## src/rtl/dm_arbiter.sv

```systemverilog
// Two-port (CPU / debug loader) arbiter in front of a single data memory; all outputs registered.
// Ties are round-robin by default; define DM_ARB_FIXED_PRI_EN to make port A always win ties.
module dm_arbiter (
    input  logic        clk,
    input  logic        rst_f,
    input  logic        a_req,
    input  logic        b_req,
    input  logic        a_we,
    input  logic        b_we,
    input  logic [15:0] a_addr,
    input  logic [15:0] b_addr,
    input  logic [31:0] a_wdata,
    input  logic [31:0] b_wdata,
    output logic        a_ack,
    output logic        b_ack,
    output logic [31:0] rdata,
    output logic        busy,
    output logic [15:0] mem_read_addr,
    output logic [15:0] mem_write_addr,
    output logic [31:0] mem_write_data,
    output logic        mem_dm_we,
    input  logic [31:0] mem_read_data
);

    typedef enum logic [2:0] {
        S_IDLE  = 3'd0,
        S_RD    = 3'd1,
        S_WR_HI = 3'd2,
        S_WR_LO = 3'd3,
        S_DONE  = 3'd4
    } state_t;

    state_t      r_state;
    state_t      w_state_nxt;
    logic        r_win_b;
    logic        w_win_b_nxt;
    logic        r_last_b;
    logic        w_last_b_nxt;
    logic        r_a_ack;
    logic        w_a_ack_nxt;
    logic        r_b_ack;
    logic        w_b_ack_nxt;
    logic        r_busy;
    logic        w_busy_nxt;
    logic        r_dm_we;
    logic        w_dm_we_nxt;
    logic [31:0] r_rdata;
    logic [31:0] w_rdata_nxt;
    logic [15:0] r_raddr;
    logic [15:0] w_raddr_nxt;
    logic [15:0] r_waddr;
    logic [15:0] w_waddr_nxt;
    logic [31:0] r_wdata;
    logic [31:0] w_wdata_nxt;

    logic        w_pick_b;
    logic        w_sel_we;
    logic [15:0] w_sel_addr;
    logic [31:0] w_sel_wdata;

    // Winner selection and request-field mux for the IDLE sampling edge.
    always_comb begin
`ifdef DM_ARB_FIXED_PRI_EN
        w_pick_b = b_req & ~a_req;
`else
        // r_last_b set means B went last, so a tie goes to A.
        w_pick_b = b_req & (~a_req | ~r_last_b);
`endif
        if (w_pick_b) begin
            w_sel_we    = b_we;
            w_sel_addr  = b_addr;
            w_sel_wdata = b_wdata;
        end else begin
            w_sel_we    = a_we;
            w_sel_addr  = a_addr;
            w_sel_wdata = a_wdata;
        end
    end

    // Next-state and next-output logic.
    always_comb begin
        w_state_nxt  = r_state;
        w_win_b_nxt  = r_win_b;
        w_last_b_nxt = r_last_b;
        w_a_ack_nxt  = 1'b0;
        w_b_ack_nxt  = 1'b0;
        w_dm_we_nxt  = 1'b0;
        w_rdata_nxt  = r_rdata;
        w_raddr_nxt  = r_raddr;
        w_waddr_nxt  = r_waddr;
        w_wdata_nxt  = r_wdata;
        case (r_state)
            S_IDLE: begin
                if (a_req | b_req) begin
                    w_win_b_nxt  = w_pick_b;
                    w_last_b_nxt = w_pick_b;
                    w_raddr_nxt  = w_sel_addr;
                    w_waddr_nxt  = w_sel_addr;
                    w_wdata_nxt  = w_sel_wdata;
                    if (w_sel_we) begin
                        w_state_nxt = S_WR_HI;
                        w_dm_we_nxt = 1'b1;
                    end else begin
                        w_state_nxt = S_RD;
                    end
                end else begin
                    w_state_nxt = S_IDLE;
                end
            end
            S_RD: begin
                w_rdata_nxt = mem_read_data;
                w_a_ack_nxt = ~r_win_b;
                w_b_ack_nxt = r_win_b;
                w_state_nxt = S_DONE;
            end
            // Leaving WR_HI lowers the strobe; memory commits on that falling edge.
            S_WR_HI: begin
                w_state_nxt = S_WR_LO;
            end
            S_WR_LO: begin
                w_a_ack_nxt = ~r_win_b;
                w_b_ack_nxt = r_win_b;
                w_state_nxt = S_DONE;
            end
            // Requests are deliberately not looked at here so a req dropped on ack is never re-served.
            S_DONE: begin
                w_state_nxt = S_IDLE;
            end
            default: begin
                w_state_nxt = S_IDLE;
            end
        endcase
        w_busy_nxt = (w_state_nxt != S_IDLE);
    end

    // State and output registers with synchronous active-low reset.
    always_ff @(posedge clk) begin
        if (!rst_f) begin
            r_state  <= S_IDLE;
            r_win_b  <= 1'b0;
            r_last_b <= 1'b1;
            r_a_ack  <= 1'b0;
            r_b_ack  <= 1'b0;
            r_busy   <= 1'b0;
            r_dm_we  <= 1'b0;
            r_rdata  <= 32'h0000_0000;
            r_raddr  <= 16'h0000;
            r_waddr  <= 16'h0000;
            r_wdata  <= 32'h0000_0000;
        end else begin
            r_state  <= w_state_nxt;
            r_win_b  <= w_win_b_nxt;
            r_last_b <= w_last_b_nxt;
            r_a_ack  <= w_a_ack_nxt;
            r_b_ack  <= w_b_ack_nxt;
            r_busy   <= w_busy_nxt;
            r_dm_we  <= w_dm_we_nxt;
            r_rdata  <= w_rdata_nxt;
            r_raddr  <= w_raddr_nxt;
            r_waddr  <= w_waddr_nxt;
            r_wdata  <= w_wdata_nxt;
        end
    end

    assign a_ack          = r_a_ack;
    assign b_ack          = r_b_ack;
    assign rdata          = r_rdata;
    assign busy           = r_busy;
    assign mem_dm_we      = r_dm_we;
    assign mem_read_addr  = r_raddr;
    assign mem_write_addr = r_waddr;
    assign mem_write_data = r_wdata;

endmodule

```

## config.mk

```make
export PLATFORM = sky130hd
export DESIGN_NAME = dm_arbiter
export DESIGN_NICKNAME = d
export VERILOG_FILES = /design/src/rtl/dm_arbiter.sv
export SDC_FILE = /design/constraint.sdc
export NUM_CORES = 1
export LEC_CHECK = 0
export CAP_MARGIN = 5
export CORE_MARGIN = 2
export CORE_UTILIZATION = 40
export DETAILED_ROUTE_END_ITERATION = 10
export PLACE_DENSITY = 0.92
export SETUP_SLACK_MARGIN = 0.1
export SYNTH_ARGS = -nofsm -noshare
export SYNTH_HDL_FRONTEND = slang
export SYNTH_SLANG_ARGS = --single-unit
```

## constraint.sdc

```tcl
create_clock -name clk -period 3.08 [get_ports clk]
set_input_delay 0.77 -clock clk [delete_from_list [all_inputs] [get_ports clk]]
set_output_delay 0.77 -clock clk [all_outputs]
set_load 0.01 [all_outputs]
```

==> summary.md <==
| Metric | Value |
|---|---|
| Synth Cell Area | `3770 µm²` |
| Worst stage delay on the critical path | `0.82 ns` |
| Power Dens Cells | `a little over 600 nW/µm²` |
| Worst min path class | `flop to flop` |
| Post-Synthesis Cells | `approximately 370` |
| Post-synth EDFFs | `0` |
| Rel. slew slack | `about 28%` |
| Hold_buf cts | `0` |
| Worst Path Buf+Inv | `1` |
| WS Path Type | `input pin to flop` |
| Mean post-synth cell area | `just over 10 µm²` |
| Hold Vio Cnt, Final | `0` |
| Placed Cells | `roughly 660` |
| CTS Sinks | `89` |
| Die X-Extent | `between 100 and 150 µm` |
| First-pass DRT Iterations | `4` |
| Total grt overflow | `0` |
| DRC | `0` |
| Post-DP HPWL | `8850 µm` |
| TritonCTS clock tree | `done` |
| Nature of the critical path endpoint | `flop` |
| Clock buffer depth | `2` |
| Post-DR wirelength/cell | `approximately 18 µm` |
| Rows | `35` |
| Slew Viols, Final | `0` |
| Via count | `3,682` |
| GP Congestion | `0.762` |
| Critical-path cell list | `clkdlybuf4s50_1, nor2_1, nor2_4, o221a_2` |
| Total global-route track usage | `about 23%` |
| Resize count post-CTS | `0` |
| Vias in the first global route | `roughly 3,700` |
| CP Max Fanout | `48` |
| CP Launch Type | `input pin` |
| Post-synthesis sequential area ratio | `roughly 47%` |
| Post-layout min period | `between 2 and 2.5 ns` |
| Post-CTS repair timing setup buffer count | `0` |
| Pleak | `about 0.0022 µW` |
| #FFs+latches synth | `89` |
| Peak Freq | `roughly 0.44 GHz` |
| Slowest-stage cell, CP | `nor2_4` |
| DP Worst Slack | `between 0.4 and 0.5 ns` |
| Largest net degree at the start of global routing | `57` |
| Post-Syn Nets | `500` |
| Clk pin slew, worst setup/hold paths | `roughly 0.11 ns` |
| Vias/cell | `between 5 and 6` |
| Port buffer count | `~230` |
| Largest area contributor in the netlist | `dfxtp_1` |
| Peak supply drop | `~330 µV` |
| RSZ-0062 raised after global routing | `no` |
| Worst slew pin tran | `roughly 1.1 ns` |
| Fill count | `710` |
| Yosys Warn Count | `0` |
| Finished Layout Cells | `a little under 700` |
| Setup TNS | `0 ns` |
| Asr flop ratio synth | `0%` |
| Share of cells above drive strength 1 | `~14%` |
| Layout area overhead | `65.4%` |
| First-pass GRT wire length | `around 19,000 µm` |
| Total CTS buffers | `9` |
| Final period utilization | `74.5%` |
| Routed WL | `~12,000 µm` |
| Status | `complete, no violations` |
| Ports | `about 230` |
| Setup WS post-layout | `around 0.79 ns` |
| Antenna diodes | `0` |
| # setup viols final | `0` |
| H-Tree Depth | `3` |
| Top cells by count, synth | `dfxtp_1 (89), nand2_1 (65), o32a_1 (48), o221a_2 (47), a21boi_0 (32)` |
| WP data arrival | `roughly 2.6 ns` |
| Crit-path leading delay family | `simple AND/OR/NAND/NOR gates` |
| Top cells by area, synth | `dfxtp_1 (47%), o221a_2 (14%), o32a_1 (13%), nand2_1 (6.5%), a21boi_0 (6.4%)` |
| Root Buffer | `clkbuf_8` |
| CP Data Required Time | `roughly 3.4 ns` |
| DR iter-0 viols | `between 100 and 150` |
| Antenna viol nets, final | `0` |
| Top-count cell post-synth | `dfxtp_1` |
| Initial antenna violation count | `0` |
| Final #Nets | `about 690` |
| Top FF cell, synth | `dfxtp_1` |
| Max-cap violations | `0` |
| Top-area cell type share of the netlist area | `between 40 and 50%` |
| Latest clock arrival within the worst-skew pair | `0.34 ns` |
| Synth unique cells | `27` |
| Overall Power | `roughly 3800 µW` |
| Core box area | `between 9000 and 10,000 µm²` |
| Clock skew | `0.0142 ns` |
| Die area | `10,200 µm²` |
| Die Ht | `a little over 100 µm` |
| Starting Density | `about two fifths` |
==> placed cells by master (no fill, tap or decap), drive strengths merged, types with 2 or more instances in the layout <==
cell type,count
a21boi,33
buf,8
bufinv,2
clkbuf,9
clkdlybuf4s50,232
dfxtp,89
inv,6
nand2,65
nand3,2
nor2,4
nor2b,2
o21ai,4
o221a,48
o32a,48
or3,2
or3b,2
==> flip-flops by register name, summed over array words and instances, names as in the netlist <==
| register | count |
|---|---|
| r_win_b | 1 |
| r_last_b | 1 |
| r_state | 3 |
| mem_write_data | 32 |
| a_ack | 1 |
| mem_write_addr | 16 |
| rdata | 32 |
| b_ack | 1 |
| mem_dm_we | 1 |
| busy | 1 |
==> power by group <==
part	leakage [µW]	switching, µW	internal [µW]
logic	0.00139	600	806
clock network	0.000118	457	476
registers	0.000734	132	1360
total	0.00224	1190	2640
==> path summary, 6_finish.rpt <==
check | slack [ns] | cells after the start | endpoint | start
setup / recovery | 0.79 | 4 | mem_write_data[12] | a_req
hold / removal | 0.47 | 2 | rdata[29] | rdata[29]
setup reg to reg | 0.94 | 3 | mem_write_data[12] | r_state[1]
hold reg to reg | 0.47 | 2 | rdata[29] | rdata[29]
==> metrics by stage <==
stage	utilization, %	cell area [µm²]	hold slack (ns)
6_report	67.7	6230	0.468
5_1_grt	67.7	6230	0.481
4_1_cts	67.7	6230	0.459
3_5_place_dp	65.2	6000	0.439
3_3_place_gp	65.2	6000	0.448
2_1_floorplan	-	3770	0.400
==> worst min-delay path, cell delays in order, from the launching register on <==
cell and delay [ns]:
dfxtp_1 0.32, nand2_1 0.04, a21boi_0 0.06
==> kinds of logic (layout without fill, tap and decap cells) <==
group | Yosys count | after routing | synth area share, %
compound gates | 134 | 134 | 34.5
buf+inv | 61 | 258 | 8.57
flops | 89 | 89 | 47.3
mux | 2 | 2 | 0.565
simple gates | 80 | 80 | 9.10
==> routing by layer <==
layer	global-route usage, %	share of wire (%)	up-vias
met5	0	0	-
met4	8.00	2.1	0
met3	5.69	8.3	18
met2	40.9	50	171
met1	26.6	39	1723
li1	-	-	1770
==> area by class of cell <==
cell class,count,area (µm²),share of cell area [%]
multi-input cells,216,1680,26.9
repair buffers,240,2390,38.4
clock buffers,9,124,1.99
inverters,2,7.51,0.121
flip-flops and latches,89,1780,28.6
clock inverters,7,109,1.75
well taps,111,139,2.23
Note: power is estimated with default switching activity, not from simulation.
